<file path="src/rtl/fu_seq_pkg.sv">
// fu_seq_pkg: shared op/FS encodings and FSM state type for fu_sequencer.
// FU_SEQ_MUL_EN adds the multiply iteration states.
package fu_seq_pkg;
  localparam logic [1:0] OP_FU  = 2'd0;
  localparam logic [1:0] OP_LDI = 2'd1;
  localparam logic [1:0] OP_MUL = 2'd2;
  localparam logic [1:0] OP_RSV = 2'd3;
  localparam logic [3:0] FS_IDLE = 4'b0000;
  localparam logic [3:0] FS_ADD  = 4'b0010;
  localparam logic [3:0] FS_SHR  = 4'b1101;
  localparam logic [3:0] FS_SHL  = 4'b1110;
  typedef enum logic [2:0] {
    S_IDLE,
    S_EXEC,
`ifdef FU_SEQ_MUL_EN
    S_MUL_ADD,
    S_MUL_SHL,
    S_MUL_SHR,
`endif
    S_DONE
  } state_t;
endpackage

</file>
<file path="src/rtl/fu_seq_regfile.sv">
// fu_seq_regfile: NREG x DW register file, one sync write port, operand and readback comb reads.
module fu_seq_regfile #(
  parameter int DW = 8,
  parameter int NREG = 4,
  parameter int AW = $clog2(NREG)
) (
  input  logic          clk,
  input  logic          rst_n,
  input  logic          we,
  input  logic [AW-1:0] waddr,
  input  logic [DW-1:0] wdata,
  input  logic [AW-1:0] raddr_a,
  output logic [DW-1:0] rdata_a,
  input  logic [AW-1:0] raddr_b,
  output logic [DW-1:0] rdata_b,
  input  logic [AW-1:0] raddr_c,
  output logic [DW-1:0] rdata_c
);
  logic [DW-1:0] mem [NREG];
  always_ff @(posedge clk or negedge rst_n)
    if (!rst_n) for (int i = 0; i < NREG; i++) mem[i] <= '0;
    else if (we) mem[waddr] <= wdata;
  assign rdata_a = mem[raddr_a];
  assign rdata_b = mem[raddr_b];
  assign rdata_c = mem[raddr_c];
endmodule

</file>
<file path="src/rtl/fu_sequencer.sv">
// fu_sequencer: command-driven sequencer for an external 8-bit ALU/shifter with a 4x8 register file.
// FU_SEQ_MUL_EN enables the shift-add 8x8 multiply; otherwise MUL is rejected like the reserved op.
module fu_sequencer import fu_seq_pkg::*; #(
  parameter int DW = 8,
  parameter int NREG = 4,
  localparam int AW = $clog2(NREG)
) (
  input  logic          clk,
  input  logic          rst_n,
  input  logic          cmd_valid,
  output logic          cmd_ready,
  input  logic [1:0]    cmd_op,
  input  logic [3:0]    cmd_fs,
  input  logic [AW-1:0] cmd_rd,
  input  logic [AW-1:0] cmd_ra,
  input  logic [AW-1:0] cmd_rb,
  input  logic [DW-1:0] cmd_imm,
  output logic          done,
  output logic          err,
  output logic          busy,
  output logic          flag_v,
  output logic          flag_c,
  output logic          flag_n,
  output logic          flag_z,
  output logic [3:0]    fu_fs,
  output logic [DW-1:0] fu_a,
  output logic [DW-1:0] fu_b,
  input  logic [DW-1:0] fu_f,
  input  logic          fu_v,
  input  logic          fu_c,
  input  logic          fu_n,
  input  logic          fu_z,
  input  logic [AW-1:0] rdbk_addr,
  output logic [DW-1:0] rdbk_data
);
`ifdef FU_SEQ_MUL_EN
  localparam bit MUL_EN = 1'b1;
`else
  localparam bit MUL_EN = 1'b0;
`endif
  state_t state, nxt;
  logic [1:0] op;
  logic [3:0] fs;
  logic [AW-1:0] rd;
  logic [DW-1:0] opa, opb, imm, rd_a, rd_b, reg_wd;
  logic [3:0] flags, flag_d;
  logic accept, reg_we, flag_we;
  assign accept = cmd_valid && cmd_ready;
  fu_seq_regfile #(.DW(DW), .NREG(NREG)) u_rf (
    .clk(clk), .rst_n(rst_n), .we(reg_we), .waddr(rd), .wdata(reg_wd),
    .raddr_a(cmd_ra), .rdata_a(rd_a), .raddr_b(cmd_rb), .rdata_b(rd_b),
    .raddr_c(rdbk_addr), .rdata_c(rdbk_data)
  );
  always_ff @(posedge clk or negedge rst_n)
    if (!rst_n) state <= S_IDLE;
    else state <= nxt;
  always_ff @(posedge clk or negedge rst_n)
    if (!rst_n) begin
      op <= OP_FU; fs <= FS_IDLE; rd <= '0; opa <= '0; opb <= '0; imm <= '0;
    end else if (accept) begin
      op <= cmd_op; fs <= cmd_fs; rd <= cmd_rd; opa <= rd_a; opb <= rd_b; imm <= cmd_imm;
    end
  always_ff @(posedge clk or negedge rst_n)
    if (!rst_n) flags <= '0;
    else if (flag_we) flags <= flag_d;
  assign {flag_v, flag_c, flag_n, flag_z} = flags;
`ifdef FU_SEQ_MUL_EN
  logic [DW-1:0] acc, mcand, mplr;
  logic [2:0] cnt;
  always_ff @(posedge clk or negedge rst_n)
    if (!rst_n) begin
      acc <= '0; mcand <= '0; mplr <= '0; cnt <= '0;
    end else if (accept) begin
      acc <= '0; mcand <= rd_a; mplr <= rd_b; cnt <= '0;
    end else if (state == S_MUL_ADD && mplr[0]) acc <= fu_f;
    else if (state == S_MUL_SHL) mcand <= fu_f;
    else if (state == S_MUL_SHR) begin
      mplr <= fu_f; cnt <= cnt + 3'd1;
    end
`endif
  always_comb begin
    nxt = state;
    case (state)
      S_IDLE: if (cmd_valid) nxt = (cmd_op == OP_FU || cmd_op == OP_LDI) ? S_EXEC :
`ifdef FU_SEQ_MUL_EN
        (cmd_op == OP_MUL) ? S_MUL_ADD :
`endif
        S_DONE;
      S_EXEC: nxt = S_DONE;
`ifdef FU_SEQ_MUL_EN
      S_MUL_ADD: nxt = S_MUL_SHL;
      S_MUL_SHL: nxt = S_MUL_SHR;
      S_MUL_SHR: nxt = (cnt == 3'd7) ? S_DONE : S_MUL_ADD;
`endif
      default: nxt = S_IDLE;
    endcase
  end
  always_comb begin
    fu_fs = FS_IDLE;
    fu_a = '0;
    fu_b = '0;
    reg_we = 1'b0;
    reg_wd = fu_f;
    flag_we = 1'b0;
    flag_d = {fu_v, fu_c, fu_n, fu_z};
    case (state)
      S_EXEC: begin
        fu_fs = (op == OP_FU) ? fs : FS_IDLE;
        fu_a = (op == OP_FU) ? opa : '0;
        fu_b = (op == OP_FU) ? opb : '0;
        reg_we = 1'b1;
        reg_wd = (op == OP_LDI) ? imm : fu_f;
        flag_we = (op == OP_FU);
      end
`ifdef FU_SEQ_MUL_EN
      S_MUL_ADD: begin
        fu_fs = FS_ADD; fu_a = acc; fu_b = mcand;
      end
      S_MUL_SHL: begin
        fu_fs = FS_SHL; fu_b = mcand;
      end
      S_MUL_SHR: begin
        fu_fs = FS_SHR; fu_b = mplr;
        reg_we = (cnt == 3'd7);
        reg_wd = acc;
        flag_we = (cnt == 3'd7);
        flag_d = {2'b00, acc[DW-1], acc == '0};
      end
`endif
      default: ;
    endcase
  end
  assign cmd_ready = (state == S_IDLE);
  assign busy = (state != S_IDLE);
  assign done = (state == S_DONE);
  assign err = done && !(op == OP_FU || op == OP_LDI || (MUL_EN && op == OP_MUL));
endmodule

</file>
<file path="config.mk">
export PLATFORM = sky130hd
export DESIGN_NAME = fu_sequencer
export DESIGN_NICKNAME = d
export VERILOG_FILES = /design/src/rtl/fu_seq_pkg.sv /design/src/rtl/fu_seq_regfile.sv /design/src/rtl/fu_sequencer.sv
export SDC_FILE = /design/constraint.sdc
export NUM_CORES = 1
export LEC_CHECK = 0
export BUFFER_PORTS_ARGS = -buffer_cell sky130_fd_sc_hd__buf_4
export CAP_MARGIN = 20
export CORE_UTILIZATION = 50
export DETAILED_ROUTE_END_ITERATION = 12
export PLACE_DENSITY_LB_ADDON = 0.15
export SYNTH_ARGS = -nofsm -noshare
export SYNTH_HDL_FRONTEND = slang
export SYNTH_SLANG_ARGS = --single-unit
</file>
<file path="constraint.sdc">
create_clock -name clk -period 1.65 [get_ports clk]
set_clock_uncertainty 0.2 [all_clocks]
set_input_delay 0.2475 -clock clk [delete_from_list [all_inputs] [get_ports clk]]
set_output_delay 0.2475 -clock clk [all_outputs]
set_load 0.1 [all_outputs]
</file>
==> results.md, run 1 <==
* Status: complete, but fails checks
* Failing checks: setup timing
* Yosys warns at 0
* RePlAce Congestion at approximately 0.75
* Power Total at around 9.6 mW
* Clock power frac at around 15%
* Total iterations of the first detailed-routing run at 4
* Fill cells at about 310
* Via count at between 2k and 3k
* DRT iter0 DRCs at 230
* CP max FO at 12
* Net Sw Frac at 41.2%
* Crit path DAT at ~1.7 ns
* Hold Path Class: in -> reg
* Seq pwr share at just over 30%
* Post-DP HPWL at 5.31 mm
* Setup CP Type: reg -> out
* Max_cap viols at 0
* Comb pwr share at 54.8%
* Crit path setup slack, layout at -0.516 ns
* Synth Register Bits at 70
* Average wire per standard cell at about 21 µm
* Die W at between 80 and 90 µm
* First-pass GRT wire length at approximately 16 mm
* Cell area after synthesis at between 0.003 and 0.004 mm²
* Post-route non-filler standard cell count at just over 500
* IO buf count at slightly above 70
* DRC Markers at 0
* Largest net degree at the start of global routing at 29
* Clk Latency, worst-skew pair at around 0.35 ns
* Main area contributors after synthesis: dfrtp_1, mux4_2, mux2_4
* Leakage at between 2 and 3 nW
* Yosys cell types at 26
* Worst path most repeated cell: buf_12
* Area leader, netlist: dfrtp_1
* Yosys top cell area share at 48.7%
* FP Rows at 30
* Total routed wirelength at ~11 mm
* Number of global-route vias before repair at 2972
* Synthesized area per cell at 14.0 µm²
* Syn Nets at between 200 and 300
* GR Util All Layers at between 20% and 30%
* CP Cell Sequence: nor4b_4 > buf_6 > buf_12 > and2_4 > buf_12
* Slowest cell on the critical path: dfrtp_1
* Power per standard cell area at 1620 mW/mm²
* Congestion Overflow GR at 0
* Cells after Synth at around 260
* CTS tree: built
* Post-DRT Antenna Nets at 0
* Final TNS setup at -23.61 ns
* WP buf/inv at 3
* ANT cells at 0
* Crit. End Element: primary output
* Clock Sinks at 70
* Worst EP required at approximately 1.2 ns
* Fin. Hold Viols at 0
* Switching pwr at between 3 and 4 mW
* Max incr delay on CP at 0.43 ns
* Final worst path period share at 131%
* Initial Utilization at between 50% and 60%
* Post-placement cell area at between 0.004 and 0.005 mm²
* Max Slew Vio Count at 0
* Die footprint at 0.00753 mm²
* RSZ-0062 raised after global routing: yes
* Crit-path leading delay family: simple AND/OR/NAND/NOR gates
* Worst setup SP type: register
* Final setup vio count at 100
* Slew HR at 76.2%
* P&R area growth vs syn at 65.6%
* Minimum clock period at 2.17 ns
* Reg clk slew, reported paths at 0.08 ns
* Root Buffer: clkbuf_8
* CTS Buf Count at 9
* IO Pins at 73
* Sequential share of the synthesized area at 48.7%
* Core area at slightly below 0.007 mm²
* Reg2Reg Setup Slack at -0.26 ns
* Pre-CTS setup slack at -0.173 ns
* Layout cells sized above 1 at between 60% and 70%
* VDD IR max at 0.000809 V
* Internal power at around 5.7 mW
* CTS max path bufs at 2
* Max Fclk at ~0.46 GHz
* Final instance area at 0.00595 mm²
* Worst Tran Pin Value at approximately 0.36 ns
* Die height at just under 90 µm
* Inst Count DP at ~430
* Vias per std cell at 5.63
* Final nets at between 400 and 500
* H-tree depth at 3
* Initial antenna violation count at 0
[cells in the mapped netlist (all sizes together)]
master / count
and2: 22
mux2: 36
o21ai: 8
nor4bb: 2
buf: 13
nand4b: 1
and2b: 1
mux2i: 8
mux4: 24
a21oi: 25
nor2b: 1
clkbuf: 7
and4bb: 1
nand2: 8
nor4b: 2
dfrtp: 70
nor2: 26
inv: 1
[cell families (layout without fill, tap and decap cells)]
group           count (synthesis)  in the layout  share of synthesized area [%]
compound gates                 33             33                           4.60
buf+inv                        21            188                           4.70
flops                          70             70                           48.7
mux                            68             68                           31.6
simple gates                   64             64                           10.4
[metal layers]
metal	vias up	part of all wire, %	track usage (%)
met2	136	52	49.4
met4	0	3.2	12.3
met5	-	0	0
li1	1253	-	-
met3	35	5.6	4.48
met1	1499	39	37.3
[placed cells by master (no fill, tap or decap), types with 14 or more instances in the layout]
cell and n:
a21oi_2 24, and2_4 22, buf_12 40, buf_4 90, buf_6 14, dfrtp_1 69, dlygate4sd3_1 22, mux2_4 36
mux4_2 24, nor2_1 25
[sequential cells by signal, indices dropped and copies added (netlist names)]
| name | flops |
|---|---|
| flags | 4 |
| fs | 4 |
| imm | 8 |
| op | 2 |
| opa | 8 |
| opb | 8 |
| rd | 2 |
| state | 2 |
| u_rf.mem | 32 |
[area by class of cell]
class	count	area [µm²]	area share, %
flip-flops and latches	70	1750	29.5
inverters	1	6.26	0.105
well taps	96	120	2.02
multi-input cells	165	1910	32.1
clock buffers	10	138	2.31
clock inverters	6	61.3	1.03
repair buffers	171	1960	33.0
[final timing paths]
check,startpoint,end,cells past startpoint
worst max-delay path,op[1]$_DFFE_PN0P_,fu_fs[3],5
worst min-delay path,fu_f[3],u_rf.mem[3]$_DFFE_PN0P_,4
worst max register to register,state[1]$_DFFE_PN0P_,u_rf.mem[18]$_DFFE_PN0P_,7
worst min register to register,imm[4]$_DFFE_PN0P_,imm[4]$_DFFE_PN0P_,1
max in group asynchronous,rst_n,opb[6]$_DFFE_PN0P_,3
min in group asynchronous,rst_n,flags[1]$_DFFE_PN0P_,2
[power groups by stage]
stage	registers, mW	logic (mW)	clock network [mW]
floorplan	3.18	2.50	0
global placement	2.98	3.39	0
detailed placement	3.05	3.46	0
CTS	2.81	4.94	1.41
global route	2.97	5.46	1.50
finish	2.92	5.27	1.42
[stage by stage]
step	hold WS (ns)	util, %
2_1_floorplan	-0.248	-
3_3_place_gp	-0.0256	64.4
3_5_place_dp	-0.0228	64.4
4_1_cts	0.111	84.2
5_1_grt	0.130	86.6
6_report	0.112	86.6
[worst reg2reg max path, cell delays in order (launching register included)]
cell	delay [ns]
dfrtp_2	0.45
buf_6	0.14
buf_6	0.11
and4bb_1	0.30
buf_12	0.15
mux2i_1	0.21
buf_4	0.18
a21oi_2	0.07
[repair_timing]
| item | in CTS | in global routing |
|---|---|---|
| resized for setup | 141 | 29 |
| pin swaps | 21 | 3 |
| hold buffers | 22 | 0 |
| cloned | 4 | 3 |
| hold endpoints to repair | 92 | 0 |
| buffers inserted | 36 | 13 |
| setup endpoints to repair | 98 | 100 |
No activity file was read; power rests on OpenSTA's default activity.
==> inputs of run 2 (changes only) <==
- CORE_UTILIZATION: 50 -> 59
- RECOVER_POWER: not set -> 100
- clock period: 1.65 -> 2.5 ns (I/O delays scaled with it)
==> run 2 against run 1 <==
Effect of this change:
- largest power group unchanged
- total power shrank 50%
- die area decreased by 15%
- combinational power shrank 62%
- critical path depth is 1 lower
- the flow now finishes without violations
- global-route usage shrank 5.8 points
- setup slack better by 0.62 ns
==> results.md, run 2 (synthesized netlist as in run 1, its figures left out) <==
* CTS max path bufs at 2
* Worst setup SP type: register
* IO buf count at between 70 and 80
* RePlAce Congestion at 0.759
* Fin. Hold Viols at 0
* Vias per std cell at between 5 and 6
* Post-DP HPWL at between 4 and 5 mm
* Worst Tran Pin Value at 1.48 ns
* CTS tree: built
* Core area at just under 0.006 mm²
* P&R area growth vs syn at 16.6%
* Initial antenna violation count at 0
* RSZ-0062 raised after global routing: no
* FP Rows at 28
* Worst EP required at 1.92 ns
* DRT iter0 DRCs at between 150 and 200
* Number of flip-flops in the largest register at 32
* Final TNS setup at 0 ns
* GR Util All Layers at 23.2%
* Crit path DAT at ~1.8 ns
* Die W at 80.0 µm
* Max_cap viols at 0
* Post-DRT Antenna Nets at 0
* Max incr delay on CP at 0.49 ns
* Status: complete, no violations
* Max Fclk at about 0.42 GHz
* ANT cells at 0
* Final nets at 363
* Most frequent cells in the layout: dfrtp_1, buf_4, nor2_1
* Average wire per standard cell at approximately 16 µm
* Crit-path leading delay family: buffers and inverters
* Slew HR at between 1 and 1.5%
* Slowest cell on the critical path: dfrtp_2
* Register with the most flip-flops: u_rf.mem
* H-tree depth at 3
* Die footprint at 0.00641 mm²
* Finished Core Util at 71.2%
* IO Pins at 73
* First-pass GRT wire length at roughly 11 mm
* Final worst path period share at roughly 96%
* Commonest non-fill, non-tap cell in the layout: dfrtp_1
* CTS Buf Count at 9
* CP max FO at 24
* Clk Latency, worst-skew pair at around 0.35 ns
* Crit. End Element: primary output
* Layout cells sized above 1 at roughly two fifths
* Minimum clock period at about 2.4 ns
* Reg clk slew, reported paths at 0.07 ns
* Congestion Overflow GR at 0
* Root Buffer: clkbuf_8
* Die height at about 80 µm
* Via count at ~2.3k
* Total routed wirelength at approximately 6.7 mm
* Post-CTS setup buffer count at 0
* Final setup vio count at 0
* Reg2Reg Setup Slack at 0.26 ns
* Max Slew Vio Count at 0
* Largest net degree at the start of global routing at between 70 and 80
* Power per standard cell area at roughly 1100 mW/mm²
* VDD IR max at just under 0.0007 V
* WP buf/inv at 2
* CP Cell Sequence: nor4b_4 > buf_6 > and2_1 > buf_4
* Hold Path Class: in -> reg
* Setup CP Type: reg -> out
* Leakage at approximately 1.8 nW
* Initial Utilization at 61.1%
* Number of global-route vias before repair at 2154
* Total iterations of the first detailed-routing run at 4
* Clock Sinks at 70
* DRC Markers at 0
==> run 2: report_power, final <==
| group | total, mW | switching (mW) | internal (mW) |
|---|---|---|---|
| sequential | 1.98 | 0.396 | 1.59 |
| combinational | 2.00 | 1.29 | 0.701 |
| clock | 0.799 | 0.419 | 0.380 |
==> run 2: worst paths after layout <==
| check | from | endpoint | cells past startpoint |
|---|---|---|---|
| setup / recovery | state[1]$_DFFE_PN0P_ | fu_b[1] | 4 |
| hold / removal | cmd_imm[7] | imm[7]$_DFFE_PN0P_ | 2 |
| setup reg to reg | state[1]$_DFFE_PN0P_ | rd[1]$_DFFE_PN0P_ | 4 |
| hold reg to reg | fs[0]$_DFFE_PN0P_ | fs[0]$_DFFE_PN0P_ | 1 |
| max in group asynchronous | rst_n | state[1]$_DFFE_PN0P_ | 2 |
| min in group asynchronous | rst_n | opb[0]$_DFFE_PN0P_ | 2 |
==> run 2: worst reg2reg max path, delay by kind of cell (launching register included) <==
family        cells  cell delay, ns
simple gates      2            0.48
flops             1            0.49
mux               1            0.41
buf+inv           1            0.53
==> run 2: layout make-up <==
type / instances / area (µm²)
clock buffer: 10 / 138
sequential: 70 / 1750
clock inverter: 5 / 36.3
inverter: 1 / 3.75
timing repair buffer: 79 / 571
multi-input combinational: 165 / 1590
tap: 75 / 93.8
fill: 454 / 1700
==> run 2: timing repair <==
action	CTS	global route
pin swaps	0	0
hold buffers	2	0
gates resized for setup	1	7
endpoints found under the hold margin	71	0
endpoints found under the setup margin	20	20
==> run 2: stage by stage <==
stage | hold slack (ns) | total power, mW | instances | worst slack, ns | area, µm²
floorplan | -0.121 | 3.72 | 256 | 0.0107 | 3600
global placement | 0.282 | 4.11 | 388 | 0.414 | 4130
detailed placement | 0.285 | 4.19 | 388 | 0.340 | 4130
CTS | 0.0324 | 5.02 | 405 | 0.0248 | 4330
global route | 0.0264 | 5.01 | 405 | 0.00894 | 4190
finish | 0.0423 | 4.78 | 405 | 0.106 | 4190
==> run 2: routing by layer <==
layer / share of wire, % / global-route usage [%]
met1: 45 / 30.8
met2: 47 / 35.6
met3: 6.1 / 7.31
met4: 1.7 / 9.46
met5: 0 / 0
==> inputs of run 3 (changes only) <==
- SYNTH_HIERARCHICAL: not set -> 1
==> run 3 against run 2 <==
Effect of this change:
- the run now ends with capacitance limit, slew limit left
- design area up 0.90%
- clock power is 0.9% lower
- via count fell by 4.2%
- sequential cell count stayed put
- synthesized cell count fell by 15%
- utilization up 4.2 points
- setup slack worse by 0.0091 ns
- first-iteration DRC count shrank 5.8%
- sequential power barely moved
- routed wire length is 4.1% higher
- critical path depth did not move
- largest cell class unchanged
==> results.md, run 3 <==
* Hold Path End: rd[0]$_DFFE_PN0P_
* Initial antenna violation count at 0
* Most frequent cells in the layout: dfrtp_1, mux2_2, buf_4
* Fin. Hold Viols at 0
* Hold depth at 2
* Register with the most flip-flops: u_rf/mem
* Hold path start: cmd_rd[0]
* Yosys top cell area share at 50.1%
* Post-route non-filler standard cell count at 371
* Worst setup SP type: register
* Most common cell in the netlist: mux2_2
* Post-synth EDFFs at 0
* Cells after Synth at 217
* Worst hold slack at about 0.057 ns
* Slew HR at -2.08%
* Synth Register Bits at 70
* Syn Nets at between 200 and 300
* Clock Sinks at 70
* Yosys warns at 6
* Reg2reg end: u_rf/mem[3]$_DFFE_PN0P_
* Root Buffer: clkbuf_8
* Max Fclk at between 0.4 and 0.5 GHz
* Final setup vio count at 0
* Die height at roughly 80 µm
* Yosys cell types at 18
* Top FF cell, synth: dfrtp_1
* CTS tree: built
* CTS Buf Count at 9
* Largest net degree at the start of global routing at about 70
* Sequential share of the synthesized area at 50.1%
* Synthesized area per cell at approximately 16 µm²
* Slowest cell on the critical path: dfrtp_2
* Failing checks: capacitance limit, slew limit
* Worst r2r src: state[1]$_DFFE_PN0P_
* RSZ-0062 raised after global routing: no
* Post-DRT Antenna Nets at 0
* Via count at around 2.2k
* Vias per std cell at slightly below 6
* Post-DP HPWL at 4.67 mm
* DRC Markers at 0
* CP Cell Sequence: nor4b_4 > buf_6 > and2_1 > buf_4
* Final instance area at 0.00423 mm²
* IO Pins at 73
* WP buf/inv at 2
* Fill cells at around 380
* Number of global-route vias before repair at roughly 2.3k
* Total routed wirelength at about 6.9 mm
* Leakage at 1.85 nW
* Crit. End Element: primary output
* Register Area at around 0.0018 mm²
* Reg clk slew, reported paths at around 0.070 ns
* Worst Tran Pin Value at 1.53 ns
* Final nets at between 300 and 400
* Number of flip-flops in the largest register at 32
* Congestion Overflow GR at 0
* Async S/R FF share, synth at 100%
* RePlAce Congestion at between 0.7 and 0.8
* ANT cells at 0
* Max incr delay on CP at between 0.4 and 0.5 ns
* Status: complete, but fails checks
* Crit path DAT at around 1.8 ns
* Initial Utilization at between 60 and 70%
* Area of the multi-input gates at ~0.0017 mm²
* Post-placement cell area at a little over 0.004 mm²
* FP Rows at 27
* Cell area after synthesis at 0.00349 mm²
* Max Slew Vio Count at a little over 70
* Commonest non-fill, non-tap cell in the layout: dfrtp_1
* Area leader, netlist: dfrtp_1
* IO buf count at 72
* Register-to-Register Path Depth at 4
* Post-CTS setup buffer count at 0
* Synth top cells by count: mux2_2, dfrtp_1, mux4_2
* CP max FO at 24
* Final worst path period share at a little over nine tenths
* Minimum clock period at ~2.4 ns
* CTS max path bufs at 2
* First-pass GRT wire length at 11.5 mm
* Core area at 0.00561 mm²
* GR Util All Layers at about a quarter
* Setup CP Type: reg -> out
* Crit-path leading delay family: buffers and inverters
* Max_cap viols at 1
* P&R area growth vs syn at 21.0%
* H-tree depth at 3
* Inst Count DP at between 300 and 400
* Layout cells sized above 1 at approximately 61%
* Hold Path Class: in -> reg
* Average wire per standard cell at ~19 µm
* Die footprint at roughly 0.0062 mm²
* VDD IR max at 0.00105 V
* DRT iter0 DRCs at approximately 160
* Total iterations of the first detailed-routing run at 4
* Power per standard cell area at between 1000 and 1500 mW/mm²
* Reg2Reg Setup Slack at about 0.15 ns
* Main area contributors after synthesis: dfrtp_1, mux2_2, mux4_2
* Clk Latency, worst-skew pair at about 0.34 ns
* Die W at ~79 µm
* Worst EP required at between 1.5 and 2 ns
run 3: changes by cell type in the layout (fill, tap and decap cells not counted), sizes merged, moves of 8 or more:
cell,delta
o21ai,-8
nand2,-8
mux2,+40
nor2,-24
mux2i,-8
a21oi,-24
run 3: final cells by class:
class,count,share of cell area [%]
repair buffers,79,12.9
clock buffers,14,3.85
multi-input cells,134,39.4
flip-flops and latches,70,41.5
inverters,1,0.0888
clock inverters,1,0.118
well taps,72,2.13
run 3: what timing repair did:
action / in CTS / in global routing
pin swaps: 0 / 0
endpoints found under the hold margin: 69 / 0
endpoints found under the setup margin: 20 / 20
hold buffers: 2 / 0
gates resized for setup: 1 / 4
run 3: cell families after synthesis:
family	after synthesis	share of synthesized area [%]
flops	70	50.1
simple gates	33	7.49
buf+inv	13	2.26
compound gates	1	0.143
mux	100	40.0
run 3: how the worst max path moves through the flow:
stage                         startpoint                        to  depth (start not counted)
floorplan           state[1]$_DFFE_PN0P_                       err                          2
global placement    state[1]$_DFFE_PN0P_  u_rf/mem[11]$_DFFE_PN0P_                          4
detailed placement  state[1]$_DFFE_PN0P_  u_rf/mem[29]$_DFFE_PN0P_                          4
CTS                 state[1]$_DFFE_PN0P_                   fu_b[3]                          4
global route        state[1]$_DFFE_PN0P_  u_rf/mem[14]$_DFFE_PN0P_                          4
finish              state[1]$_DFFE_PN0P_                   fu_b[3]                          4
run 3: power by group:
group          switching [mW]  internal (mW)
Combinational            1.27          0.822
Sequential              0.369           1.62
Clock                   0.383          0.409
Total                    2.02           2.85
run 3: layer usage:
layer	global-route usage [%]	share of wire (%)	up-vias
met5	0	0	-
met4	8.55	1.5	0
met3	5.98	4.5	10
met2	39.7	50	69
met1	34.6	44	1118
li1	-	-	966
run 3: worst register-to-register path: cells and delay by family, from the launching register on:
kind | cells | cell delay, ns
buffers and inverters | 1 | 0.32
muxes | 2 | 0.74
and+or+nand+nor | 1 | 0.50
DFF | 1 | 0.48
run 3: metrics by stage:
| step | utilization [%] | TNS, ns | worst slack (ns) | total power [mW] |
|---|---|---|---|---|
| final | 75.4 | 0 | 0.0973 | 4.87 |
| after global routing | 75.4 | 0 | 0.0148 | 5.11 |
| after CTS | 76.7 | 0 | 0.0144 | 4.98 |
| after detailed placement | 73.2 | 0 | 0.293 | 4.18 |
| after global placement | 73.2 | 0 | 0.290 | 4.09 |
| after floorplan | - | -0.0520 | -0.0520 | 3.70 |
